[src/rtl/mcc_pkg.sv]
// mcc_pkg: sequencer state encoding and default PC constants
package mcc_pkg;

    typedef enum logic [2:0] {IDLE, FETCH, DECODE, EXECUTE, MEM, WB, HALT} state_t;

    localparam int unsigned MCC_RESET_PC = 0;
    localparam int unsigned MCC_PC_STEP  = 4;

endpackage

[src/rtl/mcc_perf_counters.sv]
// mcc_perf_counters: free-running cycle and retired-instruction counters, wrap modulo 2^CNT_W
module mcc_perf_counters #(
    parameter int CNT_W = 32
) (
    input  logic             clk,
    input  logic             reset,
    input  logic             cyc_en,
    input  logic             ret_en,
    output logic [CNT_W-1:0] cycle_cnt,
    output logic [CNT_W-1:0] instr_cnt
);

    // count live cycles and write-back cycles; active-low sync clear
    always_ff @(posedge clk) begin
        if (!reset) begin
            cycle_cnt <= '0;
            instr_cnt <= '0;
        end else begin
            if (cyc_en) cycle_cnt <= cycle_cnt + CNT_W'(1);
            if (ret_en) instr_cnt <= instr_cnt + CNT_W'(1);
        end
    end

endmodule

[src/rtl/mcc_sequencer.sv]
// mcc_sequencer: multi-cycle FETCH/DECODE/EXECUTE/MEM/WB control with PC and IR; perf counters under MCC_PERF_CNT_EN
module mcc_sequencer import mcc_pkg::*; #(
    parameter int                DATA_W   = 32,
    parameter int                ADDR_W   = 32,
    parameter logic [ADDR_W-1:0] RESET_PC = ADDR_W'(MCC_RESET_PC),
    parameter logic [ADDR_W-1:0] PC_STEP  = ADDR_W'(MCC_PC_STEP),
    parameter int                CNT_W    = 32
) (
    input  logic              clk,
    input  logic              reset,
    output logic [ADDR_W-1:0] in_mem_addr,
    output logic              in_mem_en,
    input  logic              in_mem_ack,
    input  logic [DATA_W-1:0] in_mem,
    output logic [DATA_W-1:0] instr,
    input  logic              is_mem_op,
    input  logic              is_store,
    input  logic              halt_req,
    input  logic              br_taken,
    input  logic [ADDR_W-1:0] br_target,
    output logic              exec_en,
    output logic              data_read,
    output logic              data_write,
    input  logic              data_ack,
    output logic              wb_en,
    output logic [ADDR_W-1:0] pc,
    output logic              halted,
    output logic [CNT_W-1:0]  cycle_cnt,
    output logic [CNT_W-1:0]  instr_cnt
);

    state_t            state, state_n;
    logic              mem_q, store_q, br_q;
    logic [ADDR_W-1:0] tgt_q;

    // state register
    always_ff @(posedge clk) state <= !reset ? IDLE : state_n;

    // next-state; HALT is sticky until reset
    always_comb begin
        state_n = state;
        case (state)
            IDLE:    state_n = FETCH;
            FETCH:   state_n = in_mem_ack ? DECODE : FETCH;
            DECODE:  state_n = halt_req ? HALT : EXECUTE;
            EXECUTE: state_n = mem_q ? MEM : WB;
            MEM:     state_n = data_ack ? WB : MEM;
            WB:      state_n = FETCH;
            default: state_n = state;
        endcase
    end

    // PC, IR and per-instruction flags captured in the state that owns them
    always_ff @(posedge clk) begin
        if (!reset) begin
            pc      <= RESET_PC;
            instr   <= '0;
            mem_q   <= 1'b0;
            store_q <= 1'b0;
            br_q    <= 1'b0;
            tgt_q   <= '0;
        end else begin
            if (state == FETCH && in_mem_ack) instr <= in_mem;
            if (state == DECODE) begin
                mem_q   <= is_mem_op;
                store_q <= is_store;
            end
            if (state == EXECUTE) begin
                br_q  <= br_taken;
                tgt_q <= br_target;
            end
            if (state == WB) pc <= br_q ? tgt_q : pc + PC_STEP;
        end
    end

    assign in_mem_addr = pc;
    assign in_mem_en   = state == FETCH;
    assign exec_en     = state == EXECUTE;
    assign data_read   = state == MEM && !store_q;
    assign data_write  = state == MEM && store_q;
    assign wb_en       = state == WB;
    assign halted      = state == HALT;

`ifdef MCC_PERF_CNT_EN
    mcc_perf_counters #(.CNT_W(CNT_W)) u_perf (
        .clk       (clk),
        .reset     (reset),
        .cyc_en    (state != HALT),
        .ret_en    (state == WB),
        .cycle_cnt (cycle_cnt),
        .instr_cnt (instr_cnt)
    );
`else
    assign cycle_cnt = '0;
    assign instr_cnt = '0;
`endif

endmodule

[config.mk]
export PLATFORM = sky130hd
export DESIGN_NAME = mcc_sequencer
export DESIGN_NICKNAME = d
export VERILOG_FILES = /design/src/rtl/mcc_pkg.sv /design/src/rtl/mcc_perf_counters.sv /design/src/rtl/mcc_sequencer.sv
export SDC_FILE = /design/constraint.sdc
export NUM_CORES = 1
export LEC_CHECK = 0
export ABC_AREA = 1
export CAP_MARGIN = 20
export CORE_UTILIZATION = 38
export DETAILED_ROUTE_END_ITERATION = 12
export PLACE_DENSITY = 0.81
export SKIP_LAST_GASP = 1
export SYNTH_ARGS = -nofsm -noshare
export SYNTH_HDL_FRONTEND = slang
export SYNTH_SLANG_ARGS = --single-unit
[constraint.sdc]
create_clock -name clk -period 2.45 [get_ports clk]
set_clock_uncertainty 0.05 [all_clocks]
set_input_delay 0.49 -clock clk [delete_from_list [all_inputs] [get_ports clk]]
set_output_delay 0.49 -clock clk [all_outputs]
set_load 0.01 [all_outputs]
==> results of run 1 <==
[worst min-delay path, cell delays in order, from the launching register on]
cell	delay, ps
sky130_fd_sc_hd__dfxtp_1	300
sky130_fd_sc_hd__inv_1	60
sky130_fd_sc_hd__a21oi_1	50
[worst min-delay path by stage]
stage           endpoint  cells past startpoint
4_1_cts        tgt_q[14]                      2
6_report       tgt_q[16]                      2
3_5_place_dp   tgt_q[29]                      2
3_3_place_gp       mem_q                      2
2_1_floorplan  tgt_q[10]                      2
5_1_grt        tgt_q[28]                      2
[logic make-up (layout without fill, tap and decap cells)]
logic type                 Yosys count  in the layout  share of synthesized area
and+or+nand+nor                    339            339                     0.2670
buffers and inverters              192            259                     0.2031
AOI/OAI and AO/OA                  159            159                     0.1529
DFF                                102            102                     0.3741
adders and majority gates            1              1                   0.002292
other                                1             64                  0.0006869
[per-layer routing]
metal | up-vias | global-route usage | share of wire
li1 | 2644 | - | -
met2 | 218 | 0.3333 | 0.47
met3 | 26 | 0.06507 | 0.090
met5 | - | 0 | 0.00090
met4 | 2 | 0.08488 | 0.022
met1 | 2357 | 0.2393 | 0.42
[cell type report]
cell class / count / area (sq um)
Sequential cell: 102 / 2043
Fill cell: 1378 / 6740
Multi-Input combinational cell: 563 / 2545
Inverter: 61 / 229.0
Tap cell: 180 / 225.2
Clock inverter: 7 / 120.1
Timing Repair Buffer: 182 / 1807
Clock buffer: 9 / 225.2
[power by group]
part	total (mW)	switching (mW)	internal (mW)
registers	1.89	0.0870	1.81
logic	0.832	0.440	0.392
clock network	1.67	0.665	1.00
[cells in the final DEF (no fill, tap or decap), types with 2 or more instances in the layout]
master and n:
sky130_fd_sc_hd__nand2_2 4, sky130_fd_sc_hd__nor2_2 8, sky130_fd_sc_hd__inv_1 55, sky130_fd_sc_hd__conb_1 64
sky130_fd_sc_hd__nand2_1 127, sky130_fd_sc_hd__buf_4 8, sky130_fd_sc_hd__nor3_1 7, sky130_fd_sc_hd__a21oi_1 59
sky130_fd_sc_hd__o221ai_1 2, sky130_fd_sc_hd__nand4_1 3, sky130_fd_sc_hd__clkbuf_16 9, sky130_fd_sc_hd__a31oi_1 6
sky130_fd_sc_hd__nor2_1 139, sky130_fd_sc_hd__bufinv_16 3, sky130_fd_sc_hd__nor4_1 2, sky130_fd_sc_hd__o21ai_0 75
sky130_fd_sc_hd__nand3_1 37, sky130_fd_sc_hd__dfxtp_1 101, sky130_fd_sc_hd__inv_2 5, sky130_fd_sc_hd__nor2_4 8
sky130_fd_sc_hd__clkdlybuf4s50_1 172, sky130_fd_sc_hd__o21ai_1 7, sky130_fd_sc_hd__a22oi_1 2, sky130_fd_sc_hd__o211ai_1 5
[state kept, by name (all words and copies together), names as in the netlist]
| name | flops |
|---|---|
| tgt_q | 32 |
| mem_q | 1 |
| instr | 32 |
| state | 3 |
| store_q | 1 |
| in_mem_addr | 32 |
| br_q | 1 |
==> flow_results.org, run 1 <==
** Critical path
- Tracing the worst setup path back leads to its startpoint at state[2].
- Number of buffer and inverter instances along the worst setup path :: 3
- Counting cells, the worst reg-to-reg path comes to 8.
- Slowest cell on the critical path :: sky130_fd_sc_hd__clkdlybuf4s50_1
- Stage delay of the slowest cell on the critical path :: 540 ps
- On the critical path the largest part of the delay comes from buffers and inverters.
- STA classifies the critical path startpoint as a register.
- Critical register-to-register path endpoint :: in_mem_addr[12]
- The startpoint identified for the worst register-to-register timing path is state[1].
- Of all nets on the critical path, the largest fanout is 7.
- By startpoint and endpoint, the worst setup path is classified as register to output port.
- Critical path arrival :: 1750 ps
- Walking the worst path, the cells encountered are inv_1 -> nor3_1 -> inv_1 -> nor2_1 -> clkdlybuf4s50_1.
- Data required time at the worst endpoint :: 1910 ps
- Among the stages of the critical path, the cell type that occurs most often is sky130_fd_sc_hd__inv_1.
- Timing endpoint of the critical path :: data_write
- Critical path capture point type :: output port
- In this run the register-to-register setup slack is 530 ps.
- The critical path runs through a total of 5 cells.

** CTS
- The cell sitting at the root of the clock tree is a sky130_fd_sc_hd__clkbuf_16.
- In this run the number of H-tree levels came out at 3.
- Number of buffers inserted to repair setup after CTS :: 0
- The longest clock path from root to sink contains 2 buffers.
- CTS tree :: yes
- CTS buffer count :: 9
- The clock reaches the later pin of the worst-skew pair after 360 ps.
- Clock transition at path regs :: 70 ps
- Number of gates resized after CTS :: 0
- Clock net sink count :: 102
- Number of buffers inserted for hold repair after clock tree synthesis :: 0

** Synth
- Syn Inst Count :: 794
- After synthesis, the mean cell area works out to 6.875 sq um.
- Yosys cell types :: 34
- Yosys printed 0 warnings.
- Sequential share of the synthesized area :: 0.3741
- In this run, synthesis produced a sequential element count of 102.
- Cell Area, Synth :: 0.005459 sq mm
- Among all flip-flop cells after synthesis, the most frequent one is sky130_fd_sc_hd__dfxtp_1.
- The share of synthesized area in the top cell type comes to 0.3741.
- Yosys attributes the largest share of cell area to sky130_fd_sc_hd__dfxtp_1 37%, sky130_fd_sc_hd__buf_4 13%, sky130_fd_sc_hd__nor2_1 9.6%.
- Share of synthesized flip-flops with an asynchronous set or reset :: 0
- sky130_fd_sc_hd__nor2_1 is the most common cell in the netlist.
- The synthesized design contains 0 enable-type register cells.
- Leading post-synthesis cells by instance count :: 139 x sky130_fd_sc_hd__nor2_1, 127 x sky130_fd_sc_hd__nand2_1, 102 x sky130_fd_sc_hd__dfxtp_1
- Of all cell types, the one taking the most synthesized area is sky130_fd_sc_hd__dfxtp_1.

** Place
- Setup slack after placement :: 409.1 ps
- RD Place Congestion :: 0.8614
- Dpl cells :: 1088
- Input and output buffers added on the ports amount to 173.
- Placed cell areas :: 0.006848 sq mm
- Detailed placement ended at an HPWL of 10.65 mm.

** Finish
- Relative to the synthesized area, the layout overhead comes to 31.79%.
- Post-route insts no fill :: 1104
- Once layout is done, the placed cells without fillers occupy 0.007194 sq mm.
- After the last flow step, the layout net total stands at 992.
- Antenna diode instance count :: 0
- Layout cell share with drive strength beyond 1 :: 0.05844
- Final Core Density :: 0.5163

** Floorplanning
- Floorplan die height :: 121.9 um
- Pin placement for this block handled 238 I/O pins.
- Starting density of the core :: 0.3918
- The die is 121.9 um wide.
- In this run the core area contains 43 standard-cell rows.
- Full die area :: 0.01485 sq mm
- The region available for standard cell placement spans 0.01393 sq mm.

** Global routing
- The first global-routing pass estimated 23.41 mm of wire.
- Antenna violations before repair :: 1
- Summed over all layers, the global routing overflow is 0.
- Global-route usage over all layers :: 0.2018
- Entering global routing, the biggest net connects 58 pins.
- Via count of the first global-routing pass :: 4832

** Detailed routing
- DRT Wirelength :: 14.52 mm
- Summing over every cut layer, the via total after detailed routing is 5247.
- Post-DR wirelength/cell :: 13.15 um
- Ratio of routed vias to standard cells :: 4.753
- Count of unresolved DRC violations after routing :: 0
- In this run the remaining antenna-violating nets after routing total 0.
- For this block, the initial DRC count from the detailed router was 248.
- Before antenna repair, the detailed router went through 4 iterations.

** Min path
- The path class of the tightest hold or removal check is register to register.
- Beginning of the worst hold path :: tgt_q[16]

** STA
- Smallest setup slack after layout :: 157.6 ps
- Setup total negative slack on the finished layout was measured at 0 ps.
- Final critical path time including I/O delays and setup :: 2292 ps
- On the final layout, the worst hold slack is 407.2 ps.
- Transition at the pin with the smallest max-transition slack :: 541.1 ps
- Static timing analysis puts the maximum clock frequency at 436.2 MHz.
- Number of pins with negative max-slew slack in the final report :: 0
- Setup violations, final :: 0
- Fraction of the cycle the final worst path needs :: 0.9357
- Setup repair after global routing missed its margin :: no
- Number of failing hold endpoints at the final stage :: 0
- Slew margin rel. :: 0.6388

** Run status
- Run status :: finished, final reports clean

** Power and ir drop
- The worst-case IR drop observed on VDD is 0.0004868 V.
- Total power draw :: 4.393 mW
- Dividing total power by cell area gives a power density of 610.6 mW/mm^2.
- Leak :: 2.678 nW

** Run
- Number of max-capacitance violations reported :: 0
(Power assumes the default switching activity.)
==> run 2: changes to the inputs <==
CORE_UTILIZATION = 46   (was 38)
GPL_TIMING_DRIVEN = 0   (was not set)
PLACE_DENSITY = 0.94   (was 0.81)
TNS_END_PERCENT = 30   (was not set)
==> run 2 against run 1 <==
  * Clock power decreased by 18%
  * Flip-flop and latch count unchanged
  * Core utilization rose by 17 points
  * Setup slack worse by 130 ps
  * Register-to-register slack improved by 130 ps
  * Clock-buffer cell count did not move
  * Sequential share of layout area fell by 2.5 points
  * Routed wire length rose by 11%
  * Cell area rose by 9.7%
  * Largest cell class is now non-clock buffers
==> flow_results.org, run 2 (synthesized netlist as in run 1, its figures left out) <==
** STA
- Final critical path time including I/O delays and setup :: 2426 ps (+133.6 ps)
- Number of failing hold endpoints at the final stage :: 0 (unchanged)
- The number of setup violations in the final report was 0 (unchanged).
- Fraction of the cycle the final worst path needs :: 0.9902 (+0.05453)
- Transition at the pin with the smallest max-transition slack :: 593.4 ps (+52.30 ps)
- The upper clock frequency limit was 412.2 MHz (-5.5%).
- Number of pins with negative max-slew slack in the final report :: 0 (unchanged)
- Setup repair after global routing could not meet its margin everywhere.
- Sum of negative setup slack :: 0 ps (unchanged)
- Slew margin rel. :: 0.6044 (-0.03434)

** CTS
- The total setup buffers inserted after CTS was 0 (unchanged).
- Clock latency on the worst-skew pair :: 350 ps (about the same)
- The clock transition at the registers of the reported paths was 80 ps (about the same).
- The number of buffers inserted during clock tree synthesis was 9 (unchanged).
- The cell sitting at the root of the clock tree is a sky130_fd_sc_hd__clkbuf_16.
- The count of cells resized by post-cts repair is 0 (unchanged).
- The number of levels in the clock H-tree is 3 (unchanged).
- The buffer depth of the longest clock path is 2 (unchanged).
- TritonCTS built the clock tree.
- Clock net sink count :: 102 (unchanged)
- Number of buffers inserted for hold repair after clock tree synthesis :: 0 (unchanged)

** Power and ir drop
- The power share of the combinational group came to 0.230 (+0.041).
- The switching share of total power came to 0.2934 (+0.02204).
- Reg power frac :: 0.445 (+0.014)
- Share of total power in the clock network :: 0.325 (-0.055)
- Cell area power density :: 535.1 mW/mm^2 (-12%)
- Worst VDD drop :: 0.0003876 V (-20%)
- Cell internal pwr :: 2.983 mW (-6.8%)
- Leak :: 3.202 nW (+20%)
- The switching power was 1.239 mW (+3.9%).

** Floorplanning
- The die outline area came to 0.01231 sq mm (-17%).
- Num ports :: 238 (unchanged)
- The row count came to 39 (-9.3%).
- Floorplan die height :: 110.9 um (-9.0%)
- Starting density of the core :: 0.4761 (+0.08429)
- Horizontal die dimension :: 110.9 um (-9.0%)
- Area inside the core boundary :: 0.01147 sq mm (-18%)

** Global routing
- The pin count of the biggest net entering global routing is 19 (-67%).
- The via count of the first global-routing pass came to 5521 (+14%).
- The global routing usage summed across all routing layers is 0.2582 (+0.05637).
- Remaining global-route overflow :: 0 (unchanged)
- The wire length of the first global-routing pass is 25.76 mm (+10%).
- The number of antenna violations at the first check in global routing was 0 (-1).

** Finish
- Post-layout nets :: 1113 (+12%)
- Most frequent standard cell in the layout excluding fill and tap cells :: sky130_fd_sc_hd__clkdlybuf4s50_1
- In the layout the commonest cells are 173 x sky130_fd_sc_hd__clkdlybuf4s50_1, 139 x sky130_fd_sc_hd__nor2_1, 127 x sky130_fd_sc_hd__nand2_1.
- Compared with the post-synthesis result, the final layout area differs by 44.53%.
- The core utilization of the finished layout was 0.6881 (+0.1718).
- Layout cell share with drive strength beyond 1 :: 0.1445 (+0.08606)
- Antenna diode instance count :: 0 (unchanged)

** Critical path
- The data arrival time of the worst path is 1890 ps (+140 ps).
- The critical path in this run is classified as register to output port.
- STA classifies the critical path endpoint as an output port.
- The worst path required time is 1910 ps (about the same).
- Largest driver fanout on the critical path :: 10 (+3)
- Type of element launching the critical path :: register

** Detailed routing
- The routed via count divided by cell count was 4.894 (+3.0%).
- Post-DR wirelength/cell :: 13.57 um (+3.1%)
- Routed vias :: 5814 (+11%)
- Final antenna-violating net count :: 0 (unchanged)
- Number of detailed-routing iterations run before antenna repair :: 5 (+1)
- DRT Wirelength :: 16.12 mm (+11%)
- Initial detailed-routing violation count :: 347 (+40%)
- Count of unresolved DRC violations after routing :: 0 (unchanged)

** Run status
- The run finished with clean final reports.

** Place
- RD Place Congestion :: 0.9320 (+8.2%)
- The count of input and output buffers was 173 (unchanged).
- The post-detailed-placement half-perimeter wirelength came to 12.60 mm (+18%).

** Min path
- Min-Delay Path Class :: register to register

** Run
- Number of max-capacitance violations reported :: 0 (unchanged)
[run 2: cell count changes in the layout (fill, tap and decap cells not counted), moves of 2 or more]
cell	previous run	this run
sky130_fd_sc_hd__buf_1	0	2
sky130_fd_sc_hd__buf_2	1	8
sky130_fd_sc_hd__buf_4	8	98
sky130_fd_sc_hd__bufinv_16	3	0
sky130_fd_sc_hd__clkbuf_1	0	20
sky130_fd_sc_hd__clkinv_2	1	3
[run 2: metrics by stage]
stage                     cells  worst slack, ps  cell area, sq um  hold WS [ps]  total power [mW]
after floorplan             857            909.4              5695         374.5             2.436
after global placement     1173            63.93              7606         390.5             2.841
after detailed placement   1173           -8.894              7606         397.5             2.873
after CTS                  1188           -81.35              7881         407.2             4.221
after global routing       1188           -60.22              7890         423.6             4.411
final                      1188            24.02              7890         412.3             4.222
[run 2: cell type report]
type                            instances  area (sq um)
Fill cell                             919          3577
Multi-Input combinational cell        563          2550
Clock inverter                          7         55.05
Inverter                               61         230.2
Timing Repair Buffer                  173          1732
Buffer                                130         877.1
Tap cell                              143         178.9
Clock buffer                            9         225.2
Sequential cell                       102          2042
[run 2: worst paths after layout]
kind / startpoint / endpoint / slack (ps) / cells past startpoint
setup / recovery: state[0] / exec_en / 20 / 5
hold / removal: mem_q / mem_q / 410 / 2
setup reg to reg: in_mem_addr[2] / in_mem_addr[20] / 660 / 10
hold reg to reg: mem_q / mem_q / 410 / 2
[run 2: power by group through the flow]
stage | combinational [mW] | clock [mW] | sequential, mW
after floorplan | 0.492 | 0 | 1.94
after global routing | 1.07 | 1.45 | 1.89
final | 0.973 | 1.37 | 1.88
after CTS | 0.964 | 1.38 | 1.88
after detailed placement | 0.956 | 0 | 1.92
after global placement | 0.934 | 0 | 1.91
[run 2: layer usage]
layer / routed length, um / GRT usage / vias up
met5: 0 / 0 / -
met3: 1652 / 0.07490 / 35
li1: - / - / 2893
met1: 6021 / 0.2753 / 2596
met4: 359 / 0.09689 / 0
met2: 8083 / 0.4770 / 290
[run 2: critical path, cell delays in order, from the launching register on]
cell	delay [ps]
sky130_fd_sc_hd__dfxtp_1	310
sky130_fd_sc_hd__buf_4	150
sky130_fd_sc_hd__nand2_1	90
sky130_fd_sc_hd__nor2_4	190
sky130_fd_sc_hd__clkbuf_4	240
sky130_fd_sc_hd__clkdlybuf4s50_1	560
==> run 3: changes to the inputs <==
--- a/config.mk
+++ b/config.mk
@@ -14,2 +14,3 @@
 export SKIP_LAST_GASP = 1
+export SLEW_MARGIN = 25
 export SYNTH_ARGS = -nofsm -noshare
==> constraint.sdc (replaced) <==
create_clock -name clk -period 2.45 [get_ports clk]
set_clock_uncertainty 0.05 [all_clocks]
set_input_delay 0.245 -clock clk [delete_from_list [all_inputs] [get_ports clk]]
set_output_delay 0.245 -clock clk [all_outputs]
set_load 0.01 [all_outputs]
==> run 3 against run 2 <==
  * Routed wire length barely moved
  * Via count rose by 0.84%
  * Maximum frequency rose by 2.9%
  * First-iteration DRC count rose by 4.9%
  * Register-to-register slack barely moved
  * Flip-flop and latch count did not move
  * Cell count barely moved
  * Clock power barely moved
  * Core utilization barely moved
  * Critical path type unchanged
  * Largest cell class unchanged
==> flow_results.org, run 3 (synthesized netlist as in run 1, its figures left out) <==
** STA
- The post-route setup TNS came to 0 ps (unchanged).
- The ratio of final minimum period to clock period was 0.9624 (-0.02780).
- Number of failing hold endpoints at the final stage :: 0 (unchanged)
- The number of setup violations in the final report came to 0 (unchanged).
- Transition at the pin with the smallest max-transition slack :: 597.3 ps (+3.931 ps)
- The headroom to the max-slew limit was 0.6018 (-0.002621).
- The upper clock frequency limit came to 424.1 MHz (+2.9%).
- Smallest setup slack after layout :: 92.14 ps (+68.11 ps)
- The max-slew violation count is 0 (unchanged).
- The minimum clock period after layout was 2358 ps (-68.11 ps).
- Setup repair after global routing left no endpoint under its margin.

** Finish
- The multi-input logic area is 0.002545 sq mm (-0.20%).
- Final Core Density :: 0.6877 (about the same)
- The library cell used most frequently in the layout, excluding fill and tap cells, is sky130_fd_sc_hd__clkdlybuf4s50_1.
- Register area :: 0.002042 sq mm (unchanged)
- Post-layout nets :: 1114 (+0.090%)
- Commonest cells after routing, fill and taps aside :: 173 x sky130_fd_sc_hd__clkdlybuf4s50_1, 139 x sky130_fd_sc_hd__nor2_1, 127 x sky130_fd_sc_hd__nand2_1
- The antenna diode instance count is 0 (unchanged).
- The layout-stage area growth over the synthesis result was 44.46% (about the same).
- Post-route insts no fill :: 1189 (+0.084%)
- Number of fill cells in the layout :: 920 (+0.11%)
- The design area is 0.007886 sq mm (about the same).
- The fraction of final layout cells sized beyond drive strength 1 came to 0.1453 (+0.0008179).

** Place
- Setup slack after placement :: 236.1 ps (+245.0 ps)
- Dpl cells :: 1173 (unchanged)
- RD Place Congestion :: 0.9320 (unchanged)
- Placed cell areas :: 0.007606 sq mm (unchanged)
- Detailed-placement wirelength estimate :: 12.60 mm (unchanged)
- The count of input and output buffers came to 173 (unchanged).

** Critical path
- The worst path required time is 2150 ps (+240 ps).
- Stage delay of the slowest cell on the critical path :: 610 ps (+50 ps)
- The critical path goes through buf_4 -> nand3_4 -> inv_2 -> buf_2 -> clkdlybuf4s50_1.
- The slowest stage of the critical path is the sky130_fd_sc_hd__clkdlybuf4s50_1 cell.
- The depth of the most critical reg-to-reg path came to 10 (unchanged).
- Type of element launching the critical path :: register
- The top fanout value on the critical path was 10 (unchanged).
- Critical path arrival :: 2060 ps (+170 ps)
- On the critical path the largest part of the delay comes from buffers and inverters.
- Crit. path cell count :: 5 (unchanged)
- Number of buffer and inverter instances along the worst setup path :: 4 (+1)
- Kind of critical path :: register to output port
- Critical path capture point type :: output port

** Detailed routing
- The final antenna-violating net count came to 0 (unchanged).
- The routed wire length came to 16.12 mm (about the same).
- The routed via count divided by cell count is 4.931 (+0.76%).
- Count of unresolved DRC violations after routing :: 0 (unchanged)
- The via count came to 5863 (+0.84%).
- Initial detailed-routing violation count :: 364 (+4.9%)
- The number of search-and-repair iterations in the first detailed-routing pass came to 7 (+2).
- The detail-routed net length per standard cell was 13.56 um (about the same).

** Floorplanning
- The initial core utilization was 0.4761 (unchanged).
- The die outline area came to 0.01231 sq mm (unchanged).
- Floorplan die height :: 110.9 um (unchanged)
- Total number of placement rows :: 39 (unchanged)
- The count of pins on the block boundary was 238 (unchanged).
- Area inside the core boundary :: 0.01147 sq mm (unchanged)
- Horizontal die dimension :: 110.9 um (unchanged)

** CTS
- CTS placed an instance of sky130_fd_sc_hd__clkbuf_16 at the clock tree root.
- Deepest clock path buffer count :: 2 (unchanged)
- The total setup buffers inserted after CTS is 0 (unchanged).
- The hold-fix buffer count after cts was 0 (unchanged).
- The clock insertion delay at the later pin of the skew report is 350 ps (about the same).
- Clock transition at path regs :: 80 ps (about the same)
- CTS buffer count :: 9 (unchanged)
- TritonCTS built the clock tree.
- The number of levels in the clock H-tree is 3 (unchanged).
- The count of cells resized by post-cts repair was 0 (unchanged).
- Clock net sink count :: 102 (unchanged)

** Run status
- Run status :: finished, final reports clean

** Run
- Number of max-capacitance violations reported :: 0 (unchanged)

** Min path
- The tightest min-delay check is of the register to register type.
- Cell depth of the worst hold path :: 2 (unchanged)

** Global routing
- Via count of the first global-routing pass :: 5526 (+0.091%)
- The global routing usage summed across all routing layers was 0.2582 (unchanged).
- Antenna violations before repair :: 0 (unchanged)
- Remaining global-route overflow :: 0 (unchanged)
- The pin count of the biggest net entering global routing came to 19 (unchanged).
- The wire length of the first global-routing pass came to 25.77 mm (about the same).

** Power and ir drop
- The leakage power figure was 3.209 nW (+0.21%).
- Worst VDD drop :: 0.0003847 V (-0.74%)
- The power per cell area was 535.0 mW/mm^2 (about the same).
[run 3: area by class of cell]
cell class                 instances  area share
multi-input combinational        563      0.3227
sequential                       102      0.2589
timing repair buffer             173      0.2196
buffer                           131      0.1115
inverter                          61     0.02903
clock buffer                       9     0.02856
tap                              143     0.02269
clock inverter                     7    0.006981
[run 3: worst min-delay path, cell delays in order, from the launching register on]
cell,delay (ps)
sky130_fd_sc_hd__dfxtp_1,300
sky130_fd_sc_hd__inv_1,60
sky130_fd_sc_hd__a21oi_1,60
[run 3: report_power, final]
group	internal, mW	total, mW	switching [mW]
combinational	0.475	0.972	0.496
sequential	1.80	1.88	0.0737
clock	0.702	1.37	0.667
total	2.98	4.22	1.24
[run 3: worst paths after layout]
path	startpoint	end	slack, ps
max	state[2]	wb_en	90
max reg2reg	in_mem_addr[2]	in_mem_addr[20]	650
min	mem_q	mem_q	410
min reg2reg	mem_q	mem_q	410
[run 3: through the flow]
step	total power, mW	hold slack [ps]
4_1_cts	4.222	407.2
5_1_grt	4.407	423.6
3_3_place_gp	2.841	390.5
2_1_floorplan	2.436	329.9
6_report	4.219	408.6
3_5_place_dp	2.873	397.5
[run 3: layer usage]
layer	global-route usage	share of wire	vias up	wire, um
met4	0.09600	0.024	0	380
met2	0.4783	0.50	291	8035
met1	0.2746	0.38	2636	6058
met3	0.07490	0.10	41	1649
li1	-	-	2895	-
met5	0	0	-	0
==> variant (config.mk and constraints of run 1) <==
`DATA_W`: 32 -> 36.
--- a/src/rtl/mcc_sequencer.sv
+++ b/src/rtl/mcc_sequencer.sv
@@ -1,6 +1,6 @@
 // mcc_sequencer: multi-cycle FETCH/DECODE/EXECUTE/MEM/WB control with PC and IR; perf counters under MCC_PERF_CNT_EN
 module mcc_sequencer import mcc_pkg::*; #(
-    parameter int                DATA_W   = 32,
+    parameter int                DATA_W   = 36,
     parameter int                ADDR_W   = 32,
     parameter logic [ADDR_W-1:0] RESET_PC = ADDR_W'(MCC_RESET_PC),
     parameter logic [ADDR_W-1:0] PC_STEP  = ADDR_W'(MCC_PC_STEP),
Ports: changed (resized in_mem and instr); port bits go from 238 to 246. The function was not compared with the original's and may differ.
==> variant against run 1 <==
- setup slack better by 0.031 ns
- synthesized area up 0.76%
- routed wire length up 2.9%
- power down 10%
- combinational power down 27%
- final area up 1.0%
- die area up 0.75%
- first-iteration DRC count up 15%
- sequential cell count up 4
==> variant: results (changes against run 1) <==
Layout
  – Final Non-Filler Cells: 1126 (+2.0%)
  – # fillers: 1383 (+0.36%)
  – Multi-input logic area: 2527 um2 (-0.69%)
  – Nets: 1018 (+2.6%)
  – Register name with the most flops: instr
  – Layout cells sized above 1: 0.04017 (-0.01827)

Route
  – Detailed Routing Iterations Pass 1: 6 (+2)
  – 1st-iter DRT viols: 286 (+15%)
  – DR WL met3: 1475 um (+12%)
  – Uppermost layer routed: met4
  – Vias per Instance: 4.794 (+0.87%)
  – Met2 WL: 7105 um (+5.1%)
  – Met1 WL: 6010 um (-1.7%)
  – Post-Route WL: 14940 um (+2.9%)

Power
  – P_leak: 2.737 nW (+2.2%)
  – Sw frac: 0.2608 (-0.01062)
  – VDD IR max: 287.0 uV (-41%)

Timing
  – Slew HR: 0.5675 (-0.07125)
  – Tmin final: 2.262 ns (-0.03061 ns)

Logic synthesis
  – Synth cell count leaders: nor2_1 (169), nand2_1 (125), dfxtp_1 (106)
  – Top cells by area, synth: dfxtp_1 (39%), buf_4 (13%), nor2_1 (12%), nand2_1 (8.5%), o21ai_0 (7.6%)
  – Synth cell types: 33 (-2.9%)
  – Yosys warns: 0 (unchanged)
  – Sequential area share after synthesis: 0.3858 (+0.01175)
  – Synth Area per Inst: 6.816 um2 (-0.87%)

Placement
  – Post-DP HPWL: 10990 um (+3.2%)
  – Placed Area: 6970 um2 (+1.8%)
  – IO buf count: 181 (+4.6%)
  – Pre-CTS setup slack: 0.4707 ns (+0.06161 ns)

Clocking
  – CTS-repair resized insts: 0 (unchanged)

Global routing
  – GR Util met1: 0.2386 (-0.0006709)
  – Largest net degree at the start of global routing: 80 (+38%)
  – Initial antenna violation count: 0 (-1)
  – Vias in the first global route: 4868 (+0.75%)
  – Met3 usage: 0.05576 (-0.009313)
  – First-pass GRT wire length: 23740 um (+1.4%)
  – Overall Global Routing Usage: 0.2037 (+0.001929)

Setup path
  – Max FO, Critical Path: 6 (-1)
  – Critical Path AT: 1.72 ns (-0.03 ns)

Run status
  – Status: finished clean
variant: cell types whose count changed after synthesis, sizes merged, moves of 4 or more:
cell,run 1,this run
dfxtp,102,106
inv,60,55
nor2,155,175
nand3,38,42
nand2,132,125
a21oi,59,51
variant: power by group through the flow:
stage               logic [mW]  clock network (mW)  registers [mW]
CTS                      0.607                1.49            1.88
global route             0.673                1.55            1.89
floorplan                0.353                   0            1.93
finish                   0.604                1.45            1.88
global placement         0.596                   0            1.92
detailed placement       0.604                   0            1.92
variant: layout make-up:
class / count / area share
timing repair buffer: 191 / 0.2590
sequential: 106 / 0.2920
clock inverter: 6 / 0.009298
tap: 180 / 0.03099
inverter: 57 / 0.02944
clock buffer: 10 / 0.03151
multi-input combinational: 576 / 0.3478
variant: worst reg2reg max path, delay by kind of cell, from the launching register on:
kind / cells / cell delay, ns
AND/OR/NAND/NOR: 6 / 0.77
flip-flops: 1 / 0.49
adder cells (fa/ha/maj): 1 / 0.22
buffers and inverters: 2 / 0.19
AO/OA/AOI/OAI: 1 / 0.05
variant: worst paths after layout:
kind / startpoint / to / slack (ns) / cells past startpoint
max: state[1] / exec_en / 0.19 / 5
min: tgt_q[9] / tgt_q[9] / 0.40 / 2
max reg2reg: in_mem_addr[3] / in_mem_addr[24] / 0.57 / 10
min reg2reg: tgt_q[9] / tgt_q[9] / 0.40 / 2
variant: cells by family (layout without fill, tap and decap cells):
family	after synthesis	in the layout	share of synthesized area
adders and majority gates	1	1	0.002274
buffers and inverters	188	264	0.1977
other	1	64	0.0006818
DFF	106	106	0.3858
AOI/OAI and AO/OA	158	158	0.1531
and+or+nand+nor	353	353	0.2605
